`src/rtl/slice_scheduler.sv`:
```
// ---------------------------------------------------------------------------
// slice_scheduler
//
// Streams one angular slice of a rotating multiplexed LED display out of a
// double-buffered framebuffer RAM. Each slice is ROWS segments of 512 cycles.
// The first BLANKING_TIME cycles of every segment are blanked. RAM reads run
// one cycle ahead of the pixel output, so read data lines up with the
// output window without adding latency. Bank swaps are taken only at the
// start of a revolution, so a displayed image is never torn mid-slice.
//
// Ports
//   clk_33           in   system clock, rising edge
//   nrst             in   synchronous active-low reset
//   bank_ready       in   pulse: hidden bank has been fully written
//   position_sync    in   pulse: rotation sensor at angle 0
//   ram_rdata        in   RAM read data, valid one cycle after ram_rd_en
//   ram_rd_en        out  RAM read strobe
//   ram_addr         out  {bank_sel, slice[6:0], row[2:0], word[8:0]}
//   bank_sel         out  bank currently displayed
//   framebuffer_dat  out  pixel word to the driver controller
//   framebuffer_sync out  pulse on the cycle before a slice starts
//   row_en           out  one-hot row enable
//   slice_index      out  slice currently streamed
// ---------------------------------------------------------------------------
module slice_scheduler #(
    parameter int BLANKING_TIME = 80,
    parameter int ROWS          = 8,
    parameter int N_SLICES      = 128
) (
    input  logic            clk_33,
    input  logic            nrst,
    input  logic            bank_ready,
    input  logic            position_sync,
    input  logic [29:0]     ram_rdata,
    output logic            ram_rd_en,
    output logic [19:0]     ram_addr,
    output logic            bank_sel,
    output logic [29:0]     framebuffer_dat,
    output logic            framebuffer_sync,
    output logic [ROWS-1:0] row_en,
    output logic [6:0]      slice_index
);

    localparam int RW = (ROWS > 1) ? $clog2(ROWS) : 1;
    localparam int SW = (N_SLICES > 1) ? $clog2(N_SLICES) : 1;

    localparam logic [8:0] SEG_LAST  = 9'd511;
    localparam logic [8:0] RD_FIRST  = 9'(BLANKING_TIME - 1);
    localparam logic [8:0] RD_LAST   = 9'd510;
    localparam logic [8:0] DAT_FIRST = 9'(BLANKING_TIME);
    localparam logic [RW-1:0] ROW_LAST   = RW'(ROWS - 1);
    localparam logic [SW-1:0] SLICE_LAST = SW'(N_SLICES - 1);

    typedef enum logic [1:0] {
        IDLE     = 2'd0,
        WAIT_POS = 2'd1,
        RUN      = 2'd2
    } state_t;

    state_t          r_state;
    logic [8:0]      r_seg;
    logic [RW-1:0]   r_row;
    logic [SW-1:0]   r_slice;
    logic            r_bank;
    logic            r_pending;
    logic            r_pos_latch;
    logic [ROWS-1:0] r_row_en;

    logic            w_run;
    logic            w_seg_wrap;
    logic            w_row_last;
    logic            w_slice_end;
    logic            w_to_zero;
    logic [RW-1:0]   w_row_next;
    logic            w_rd_en;
    logic [8:0]      w_word;

    assign w_run       = (r_state == RUN);
    assign w_seg_wrap  = (r_seg == SEG_LAST);
    assign w_row_last  = (r_row == ROW_LAST);
    assign w_slice_end = w_run && w_seg_wrap && w_row_last;
    assign w_row_next  = w_row_last ? '0 : r_row + RW'(1);

    // A pending position pulse (latched earlier or arriving on this very
    // boundary) restarts the revolution; both it and the natural wrap count
    // as "revolution start" for the bank swap check.
    assign w_to_zero   = r_pos_latch || position_sync || (r_slice == SLICE_LAST);

    always_ff @(posedge clk_33) begin
        if (!nrst) begin
            r_state     <= IDLE;
            r_seg       <= '0;
            r_row       <= '0;
            r_slice     <= '0;
            r_bank      <= 1'b0;
            r_pending   <= 1'b0;
            r_pos_latch <= 1'b0;
            r_row_en    <= '0;
        end else begin
            case (r_state)
                IDLE: begin
                    if (bank_ready) begin
                        r_state <= WAIT_POS;
                        r_bank  <= ~r_bank;
                    end
                end
                WAIT_POS: begin
                    if (bank_ready) begin
                        r_pending <= 1'b1;
                    end
                    if (position_sync) begin
                        r_state     <= RUN;
                        r_seg       <= '0;
                        r_row       <= '0;
                        r_slice     <= '0;
                        r_pos_latch <= 1'b0;
                        r_row_en    <= ROWS'(1);
                    end
                end
                RUN: begin
                    r_seg <= r_seg + 9'd1;
                    if (w_seg_wrap) begin
                        r_row    <= w_row_next;
                        r_row_en <= ROWS'(1) << w_row_next;
                    end
                    if (w_slice_end) begin
                        r_slice     <= w_to_zero ? '0 : r_slice + SW'(1);
                        r_pos_latch <= 1'b0;
                        // Swap consumes the old pending flag; a bank_ready
                        // on the same cycle re-arms it for the next swap.
                        if (w_to_zero && r_pending) begin
                            r_bank <= ~r_bank;
                        end
                        r_pending <= bank_ready || (r_pending && !w_to_zero);
                    end else begin
                        if (bank_ready) begin
                            r_pending <= 1'b1;
                        end
                        if (position_sync) begin
                            r_pos_latch <= 1'b1;
                        end
                    end
                end
                default: r_state <= IDLE;
            endcase
        end
    end

    // Reads lead the pixel window by one cycle to absorb the RAM latency.
    assign w_rd_en = w_run && (r_seg >= RD_FIRST) && (r_seg <= RD_LAST);
    assign w_word  = w_rd_en ? (r_seg - RD_FIRST) : '0;

    assign ram_rd_en        = w_rd_en;
    assign ram_addr         = {r_bank, 7'(r_slice), 3'(r_row), w_word};
    assign bank_sel         = r_bank;
    assign framebuffer_dat  = (w_run && (r_seg >= DAT_FIRST)) ? ram_rdata : '0;
    assign framebuffer_sync = ((r_state == WAIT_POS) && position_sync) || w_slice_end;
    assign row_en           = r_row_en;
    assign slice_index      = 7'(r_slice);

endmodule

```
`config.mk`:
```
export PLATFORM = sky130hd
export DESIGN_NAME = slice_scheduler
export DESIGN_NICKNAME = d
export VERILOG_FILES = /design/src/rtl/slice_scheduler.sv
export SDC_FILE = /design/constraint.sdc
export NUM_CORES = 1
export LEC_CHECK = 0
export CAP_MARGIN = 20
export CORE_MARGIN = 10
export CORE_UTILIZATION = 50
export DETAILED_ROUTE_END_ITERATION = 10
export DONT_BUFFER_PORTS = 1
export HOLD_SLACK_MARGIN = 0.1
export PLACE_DENSITY = 0.69
export SLEW_MARGIN = 20
export SYNTH_ARGS = -nofsm -noshare
export SYNTH_HDL_FRONTEND = slang
export SYNTH_SLANG_ARGS = --single-unit
```
`constraint.sdc`:
```
create_clock -name clk_33 -period 4.2 [get_ports clk_33]
set_input_delay 0.42 -clock clk_33 [delete_from_list [all_inputs] [get_ports clk_33]]
set_output_delay 0.42 -clock clk_33 [all_outputs]
set_load 0.03 [all_outputs]
```
# After elaboration in Yosys (flattened, before gate mapping)
# Cells that the tools add are included.
# word_totals
register_bits,32
in_bits,34
# classes
add_sub_neg,4
order_cmp,3
n_eq_ne,11
n_shift,1
mux,29
n_bitwise,2
n_reduce_logical,22
# ops
operator,count
$mux W30,1
$mux W7,3
$ge A9 B7 Y1 const B,2
$mux W9,2
$pmux W9 S2,1
$mux W8,2
$pmux W8 S2,1
$pmux W7 S2,1
$reduce_and A3 Y1,4
$add A9 B1 Y9 const B,1
$eq A9 B9 Y1 const B,1
$le A9 B9 Y1 const B,1
$mux W3,3
$sub A9 B7 Y9 const B,1
$logic_and A1 B1 Y1,8
$mux W1,8
$shl A1 B3 Y8 const A,1
$add A7 B1 Y7 const B,1
$eq A7 B7 Y1 const B,1
$ne A2 B1 Y1 const B,3
$pmux W1 S2,3
$pmux W2 S3,1
$pmux W3 S2,1
$logic_or A1 B1 Y1,4
13 further kinds,17

# Depth between registers and ports, before layout
# Gate-level depths: netlist (run 1).
# logic_depth
word_depth,7
depth_mapped,8
mapped_depth_nobuf,8

# Worst setup path before layout (run 1)
# Ideal clock, no wire load.
# synth_timing
kind,reg-to-output
from,register r_state[0]
to,output ram_addr[2]
arrival_ns,1.745
t_required_ns,3.780
slack_ns,2.035
stages_incl_launch_ff,9
n_path_buf,3
cell_sequence,dfxtp_1 -> inv_1 -> ha_1 -> clkbuf_2 -> clkbuf_1 -> o31ai_1 -> a21o_1 -> buf_2 -> nor2_1
# synth_between
elab_chain_cells,4
# synth_lines
element,line,text
start: declaration,60,state_t r_state;
start signal: assignment,91,r_state <= IDLE;
start signal: assignment,103,r_state <= WAIT_POS;
start signal: assignment,112,r_state <= RUN;
$eq A2 B2 Y1,78,assign w_run = (r_state == RUN);
$logic_and A1 B1 Y1 (2 in series),150,assign w_rd_en = w_run && (r_seg >= RD_FIRST) && (r_seg <= RD_LAST);
$mux W9,151,assign w_word = w_rd_en ? (r_seg - RD_FIRST) : '0;
end: declaration,36,"output logic [19:0] ram_addr,"
# Every way passes these cells.

# Worst setup path after layout (run 1)
# layout_timing
from,register r_state[0]
to,output framebuffer_dat[12]
# layout_between
elab_chain_cells,3
# layout_lines
element,line,text
$eq A2 B2 Y1,78,
$logic_and A1 B1 Y1,156,assign framebuffer_dat = (w_run && (r_seg >= DAT_FIRST)) ? ram_rdata : '0;
$mux W30,156,
end: declaration,38,"output logic [29:0] framebuffer_dat,"
# Every way passes these cells.

==> run metrics, run 1 <==
Critical path buffers and inverters=3; worst-margin pin slew=between 700 and 800 ps; crit path capture type=output pin; Cell Area, Synth=0.00207 mm2; final wirelength=around 5000 um; Sw Share=0.302; core area=about 0.0040 mm2; Worst Skew=3.29 ps; switching pwr=between 0.2 and 0.25 mW; Peak VDD IR=between 0.2 and 0.25 mV; IO Count=102; RSZ-0062 raised after global routing=false; Post-Layout Inst Area=approximately 0.0021 mm2; DR iter-0 viols=140; EDFF count, synth=0; Syn Nets=a little over 300; Worst setup SP type=flop; CP peak stage delay=around 480 ps; fraction of layout cells with a size suffix above 1=0.0569; pin count of the biggest net entering global routing=31; worst skew pair latency=280 ps; Clk pwr share=0.346; status=complete, no violations; Layout area overhead=1.75%; global-route wire length before repair=8490 um; Max Cap Violations=0; WL met3=436 um; Reg clk slew, reported paths=around 60 ps; highest metal used=met4; Synth Warn #=0; worst min path class=in2reg; initial antenna violation count=0; Worst EP arrival=2500 ps; Chip Height=between 80 and 90 um; CP required=roughly 3800 ps; Ant. Diodes=0; Synth Flop Type=dfxtp_1; period utilisation layout=0.696; CTS Buf Count=5; Seq pwr share=0.502; Multi-input gate area=0.00128 mm2; Cell Rows=23; Clock Sinks=32; crit path kind=reg2out; Yosys top cell by area=dfxtp_1; Post-Layout Cell Count=296; Lkg Pwr=between 0.7 and 0.8 nW; Max Buffers Root-to-Sink=2; Buffers on Ports=0; post-route setup slack=between 1000 and 1500 ps; sequential element share of the synthesized area=0.309; kind of cell adding the most delay to the critical path=buffers and inverters; H-tree levels=2; met2 WL=around 2400 um; Die X=approximately 84 um; Setup TNS=0 ps; Vias/cell=around 5.9; Initial Util=0.518; antenna viol nets, final=0; critical path cell sequence=inv_1, ha_1, clkinv_1, a21oi_1, buf_4, and2_1; Storage cell area=about 640 um2; ys async rst share=0; TritonRoute pass-1 iters=6; Setup Fix Bufs, Post-CTS=0; Inst Count DP=roughly 290; root buf cell=clkbuf_8; DPL Wire Length=3910 um; leading cell types in the layout, fill and taps excluded=and2_1, dfxtp_1, nor2_1; Max Freq=between 0.3 and 0.4 GHz; post-synthesis area per instance=between 7 and 8 um2; number of global-route vias before repair=~1800; Total GRT Usage=0.136; grt ovf=0; Placed Area=around 0.002 mm2; area share of the largest cell type after synthesis=0.309; Pins Over Slew Limit=0; post-synthesis register bit count=32; gpl congestion=0.837; Post-route DRC=0; Via Count=1740; Hold Fails Final Rpt=0; Finish-stage setup viols=0; fin crit period=just under 3000 ps; Slew HR=0.482; die footprint=around 0.0071 mm2; post-layout net count=~290; Comb power frac=0.152; TritonCTS clock tree=yes; Pint=0.484 mW; synth top area cells=dfxtp_1, and2_1, ha_1, nor2_1, a21oi_1; fillers=about 400; crit path max fanout=30; hold bufs inserted after CTS=0; Met1 Wirelength=roughly 2300 um; slowest CP cell=ha_1; Post-Place Worst Slack=1570 ps; routed len/inst=roughly 17 um; post-synthesis cell count=261; Yosys cell types=50; cts repair resizes=0; power per cell area=roughly 330 mW/mm2
logic make-up after synthesis:
kind of cell,Yosys count,synth area share
adder cells (fa/ha/maj),9,0.0543
AND/OR/NAND/NOR,116,0.305
AO/OA/AOI/OAI,59,0.197
flip-flops,32,0.309
buffers and inverters,32,0.0754
XOR/XNOR,11,0.0465
multiplexers,2,0.0121
stage by stage:
stage / power, mW / utilization / hold WS, ps
5_1_grt: 0.736 / 0.527 / 255
2_1_floorplan: 0.447 / - / 486
3_3_place_gp: 0.460 / 0.504 / 513
3_5_place_dp: 0.461 / 0.504 / 527
4_1_cts: 0.704 / 0.527 / 249
6_report: 0.694 / 0.527 / 252
routing by layer:
layer,track usage,vias up
li1,-,875
met1,0.165,802
met2,0.219,58
met3,0.0589,5
met4,0.0284,0
met5,0,-
cells in the mapped netlist, types with 2 or more instances:
cell and instances:
dfxtp_1 32, o21ai_0 10, nand2_1 12, a22oi_1 6
or3_1 4, nand2b_1 3, or4_1 3, and4_1 4
a21oi_1 20, xnor2_1 10, and3_1 3, o31ai_1 3
ha_1 9, nor3b_1 2, nor2b_1 3, and2_1 32
buf_2 4, inv_1 7, a31oi_1 2, nor3_1 5
clkbuf_1 11, nand3b_1 2, nor2_1 30, o21a_1 2
buf_4 8, nand3_1 5, nand4_1 4, a21o_1 3
sequential cells by signal (all words and copies together), names as in the netlist:
| name | cells |
|---|---|
| r_state | 2 |
| r_pos_latch | 1 |
| slice_index | 7 |
| r_pending | 1 |
| row_en | 8 |
| r_row | 3 |
| r_seg | 9 |
| bank_sel | 1 |
worst register-to-register path, stage by stage (launching register included):
cell      delay [ps]
dfxtp_1          420
ha_1             290
nand3_1          220
nor2_1           160
ha_1             270
a21boi_1         210
o31ai_1          670
nor2_1           110
power groups by stage:
stage	Sequential [mW]	Clock, mW	Combinational [mW]
floorplan	0.343	0	0.104
global placement	0.355	0	0.105
detailed placement	0.355	0	0.106
CTS	0.348	0.250	0.106
global route	0.351	0.264	0.122
finish	0.348	0.240	0.105
path summary, 6_finish.rpt:
path	from	end	slack (ps)	cells past startpoint
max	r_state[0]	framebuffer_dat[12]	1280	6
min	nrst	bank_sel	250	1
max reg2reg	r_seg[1]	slice_index[0]	1720	7
min reg2reg	r_state[1]	r_state[1]	540	2
final cells by class:
cell class / count / area share
tap: 50 / 0.0297
multi-input combinational: 197 / 0.605
sequential: 32 / 0.304
clock inverter: 2 / 0.00474
inverter: 8 / 0.0142
clock buffer: 6 / 0.0391
timing repair buffer: 1 / 0.00356
(Power assumes the default switching activity.)
==> run 2: changes to the inputs <==
- ABC_AREA: default -> 1
- clock period: 4.2 -> 2.85 ns (I/O delays scaled with it)
==> run 2 against run 1 <==
Effect of this change:
- clock skew increased by 8.7 ps
- worst setup slack got worse by 930 ps
- hold slack worse by 120 ps
- critical endpoint is now framebuffer_dat[26]
- routed wire length rose by 11%
- core utilization increased by 7.1 points
- critical path type unchanged
- area after synthesis is 3.5% higher
- power increased by 58%
- via count up 18%
- highest routed layer unchanged
==> run metrics, run 2 <==
Die X=85.5 um; die footprint=0.00731 mm2; critical path cell sequence=inv_1, ha_1, nand2_1, nor2_1, buf_4; Inst Count DP=409; Finish-stage setup viols=0; Post-route DRC=0; Setup TNS=0 ps; Slew HR=0.430; Placed Area=roughly 0.0024 mm2; post-synthesis register bit count=32; Pins Over Slew Limit=0; initial antenna violation count=0; leading cell types in the layout, fill and taps excluded=nor2_1, nand2_1, inv_1; Via Count=~2100; sequential element share of the synthesized area=0.299; most frequent cell after synthesis=nor2_1; area share of the largest cell type after synthesis=0.299; period utilisation layout=0.879; crit path capture type=output pin; final wirelength=~5700 um; slowest CP cell=nand2_1; Max Buffers Root-to-Sink=2; routed len/inst=13.6 um; TritonCTS clock tree=yes; DPL Wire Length=approximately 4600 um; RSZ-0062 raised after global routing=false; H-tree levels=2; Hold WS=132 ps; fin crit period=~2500 ps; Max Freq=0.399 GHz; Syn Nets=384; Worst Skew=around 12 ps; IO Count=between 100 and 150; Post-Layout Inst Area=0.00244 mm2; Chip Height=around 86 um; Layout area overhead=13.9%; worst skew pair latency=between 200 and 300 ps; Worst EP arrival=~2200 ps; Lkg Pwr=between 1 and 1.5 nW; Ant. Diodes=0; TritonRoute pass-1 iters=4; worst min path class=in2reg; Post-synth top cells=nor2_1, nand2_1, inv_1; global-route wire length before repair=9400 um; number of global-route vias before repair=1917; Vias/cell=4.93; Largest Register=r_seg; Reg clk slew, reported paths=approximately 80 ps; cts repair resizes=0; EDFF count, synth=0; CP required=2570 ps; status=complete, no violations; fillers=about 390; Synth Warn #=0; Post-Layout Cell Count=417; crit path kind=reg2out; grt ovf=0; Total GRT Usage=0.151; Setup Fix Bufs, Post-CTS=0; pin count of the biggest net entering global routing=31; hold bufs inserted after CTS=0; Peak VDD IR=roughly 0.4 mV; Yosys cell types=35; Critical path buffers and inverters=2; Max Cap Violations=0; Synth Flop Type=dfxtp_1; DR iter-0 viols=146; ys async rst share=0; post-synthesis area per instance=around 6.3 um2; fraction of layout cells with a size suffix above 1=0.174; CTS Buf Count=5; worst-margin pin slew=~850 ps; antenna viol nets, final=0; Hold Fails Final Rpt=0; most common cell after layout, fill and taps aside=nor2_1; core area=approximately 0.004 mm2; root buf cell=clkbuf_8; power per cell area=448 mW/mm2; Multi-input gate area=0.00115 mm2; kind of cell adding the most delay to the critical path=simple AND/OR/NAND/NOR gates; Buffers on Ports=0; post-synthesis cell count=about 340; Storage cell area=roughly 640 um2; Yosys top cell by area=dfxtp_1; crit path max fanout=30; Cell Area, Synth=0.00215 mm2; Worst setup SP type=flop; Clock Sinks=32; post-layout net count=409; Cell Rows=23; CP peak stage delay=600 ps; max FFs per register=9; Initial Util=0.525; gpl congestion=approximately 0.83; synth top area cells=dfxtp_1, nor2_1, nand2_1, inv_1, ha_1
run 2: metal layers:
layer  part of all wire  vias up  routed length (um)  GRT usage
met5                  0        -                   0          0
met4             0.0039        0                  22     0.0225
met3               0.11        2                 609     0.0643
met2               0.47       84                2680      0.257
met1               0.42      881                2380      0.174
li1                   -     1090                   -          -
run 2: power breakdown:
group          leakage, nW  total [mW]  switching, mW  internal (mW)
logic                0.919       0.220          0.154         0.0665
clock network       0.0404       0.352          0.179          0.173
registers            0.259       0.522         0.0503          0.472
total                 1.22        1.09          0.383          0.711
run 2: cell families after synthesis:
family	count (synthesis)	synth area share
adders and majority gates	9	0.0525
xor gates and xnor gates	4	0.0163
AOI/OAI and AO/OA	46	0.122
DFF	32	0.299
and+or+nand+nor	171	0.346
buffers and inverters	79	0.165
run 2: cell type report:
type,instances,area share
multi-input combinational,230,0.471
sequential,32,0.262
timing repair buffer,34,0.104
inverter,63,0.0993
clock buffer,5,0.0281
tap,50,0.0256
clock inverter,3,0.00972
run 2: path summary, 6_finish.rpt:
kind,depth (start not counted),slack [ps],from,to
min reg2reg,2,480,r_pending,r_pending
max,5,350,r_state[0],framebuffer_dat[26]
min,2,130,nrst,bank_sel
max reg2reg,11,780,r_seg[0],slice_index[4]
run 2: per-stage QoR:
step                      setup slack, ps  power, mW   util
after floorplan                      1080      0.724      -
after global placement                739      0.748  0.576
after detailed placement              657      0.753  0.576
after CTS                             342       1.10  0.598
after global routing                 87.3       1.16  0.598
final                                 345       1.09  0.598
run 2: worst reg2reg max path, delay by kind of cell (launching register included):
kind	cells	cell delay, ps
buffers and inverters	1	90
AND/OR/NAND/NOR	8	910
adder cells (fa/ha/maj)	2	500
flip-flops	1	470
==> run 3: changes to the inputs <==
- CELL_PAD_IN_SITES_DETAIL_PLACEMENT: default -> 2
- CELL_PAD_IN_SITES_GLOBAL_PLACEMENT: default -> 2
- CORE_UTILIZATION: 50 -> 31
- MAX_ROUTING_LAYER: default -> met4
- PLACE_DENSITY: 0.69 -> 0.83
==> run 3 against run 2 <==
Effect of this change:
- critical path depth rose by 1
- sequential cell count stayed put
- first-iteration DRC count is 73% lower
- sequential share of layout area down 0.49 points
- via count up 10%
- hold slack worse by 6.5 ps
- clock-buffer cell count increased by 2
- critical endpoint is now ram_addr[7]
- largest cell class unchanged
==> run metrics, run 3 (synthesis results as in run 2) <==
crit path capture type=output pin; routed len/inst=about 18 um; cell mode on critical path=nor2_1; cts repair resizes=0; DR iter-0 viols=40; Max Buffers Root-to-Sink=2; CP required=between 2000 and 3000 ps; Max Freq=0.412 GHz; Ant. Diodes=0; GR Layer Usage met2=0.277; Setup TNS=0 ps; switching pwr=between 0.4 and 0.5 mW; fraction of layout cells with a size suffix above 1=0.174; pin count of the biggest net entering global routing=31; hold bufs inserted after CTS=0; Worst setup SP type=flop; Pint=approximately 0.73 mW; Post-route DRC=0; period utilisation layout=0.851; crit path kind=reg2out; RSZ-0062 raised after global routing=false; fin crit period=about 2400 ps; Finish-stage setup viols=0; Total GRT Usage=0.149; Seq pwr share=0.460; critical path cell sequence=inv_1, ha_1, inv_6, nor2_1, nand2_4, nor2_1; M1 GR Usage=0.150; Reg clk slew, reported paths=roughly 70 ps; CP peak stage delay=around 480 ps; Largest Register=r_seg; post-layout net count=410; Sw Share=0.353; worst skew pair latency=290 ps; worst-margin pin slew=about 700 ps; power per cell area=456 mW/mm2; H-tree levels=2; Worst Skew=9.59 ps; gpl congestion=0.769; DPL Wire Length=approximately 6300 um; Comb power frac=0.210; Max Cap Violations=0; die footprint=about 0.011 mm2; Worst EP arrival=~2100 ps; GR peak layer=met2; Slew HR=0.530; grt ovf=0; slowest CP cell=nor2_1; Pins Over Slew Limit=0; initial antenna violation count=0; total power=around 1.1 mW; Layout area overhead=16.1%; Lkg Pwr=about 1.2 nW; root buf cell=clkbuf_8; Chip Height=approximately 100 um; antenna viol nets, final=0; Hold Fails Final Rpt=0; status=complete, no violations; TritonRoute pass-1 iters=4; global-route wire length before repair=between 10000 and 15000 um; CTS Buf Count=5; worst min path class=in2reg; GRT met3 Usage=0.0485; max FFs per register=9; Setup Fix Bufs, Post-CTS=0; Die X=103 um; Initial Util=0.318; Peak VDD IR=approximately 0.15 mV; Clock Sinks=32; Via Count=~2300; final wirelength=8010 um; TritonCTS clock tree=yes; Buffers on Ports=0; Vias/cell=a little over 5; core area=between 0.006 and 0.007 mm2; most common cell after layout, fill and taps aside=nor2_1; Clk pwr share=0.330; leading cell types in the layout, fill and taps excluded=nor2_1, nand2_1, inv_1; IO Count=102; number of global-route vias before repair=2434; fin util=0.369; crit path max fanout=10; Cell Rows=30
run 3: cell count changes in the layout (fill, tap and decap cells not counted):
cell / change
clkbuf_1: +1
clkinv_4: -1
clkbuf_8: +1
buf_4: +1
clkinvlp_4: -1
run 3: final cells by class:
class                           instances  area, um2
Inverter                               63        243
Timing Repair Buffer                   35        263
Multi-Input combinational cell        230       1150
Clock inverter                          1       7.51
Tap cell                               80        100
Sequential cell                        32        641
Clock buffer                            7       86.3
Fill cell                             855       4270
run 3: per-stage QoR:
stage	area (um2)	hold slack, ps	worst slack (ps)	cells
final	2490	125	423	448
after global routing	2490	128	288	448
after CTS	2490	118	382	448
after detailed placement	2400	430	700	440
after global placement	2400	412	848	440
after floorplan	2150	434	1080	341
run 3: power by group through the flow:
stage	logic, mW	registers [mW]	clock network (mW)
floorplan	0.197	0.527	0
global placement	0.222	0.532	0
detailed placement	0.235	0.534	0
CTS	0.240	0.524	0.390
global route	0.266	0.526	0.408
finish	0.238	0.522	0.374
run 3: worst paths after layout:
check / start / slack (ps) / depth (start not counted) / to
worst max-delay path: r_state[0] / 420 / 6 / ram_addr[7]
worst min-delay path: nrst / 130 / 2 / bank_sel
worst max register to register: r_seg[0] / 640 / 11 / slice_index[3]
worst min register to register: r_pending / 470 / 2 / r_pending
run 3: metal layers:
metal / routed length, um / vias to the layer above
met5: 0 / -
met1: 3180 / 1086
met4: 48 / 0
met3: 685 / 4
met2: 4100 / 80
li1: - / 1092
run 3: worst max-delay path: cells and delay by family, from the launching register on:
family,cells,cell delay (ps)
simple gates,3,860
buf+inv,2,190
flops,1,320
fa+ha+maj,1,470
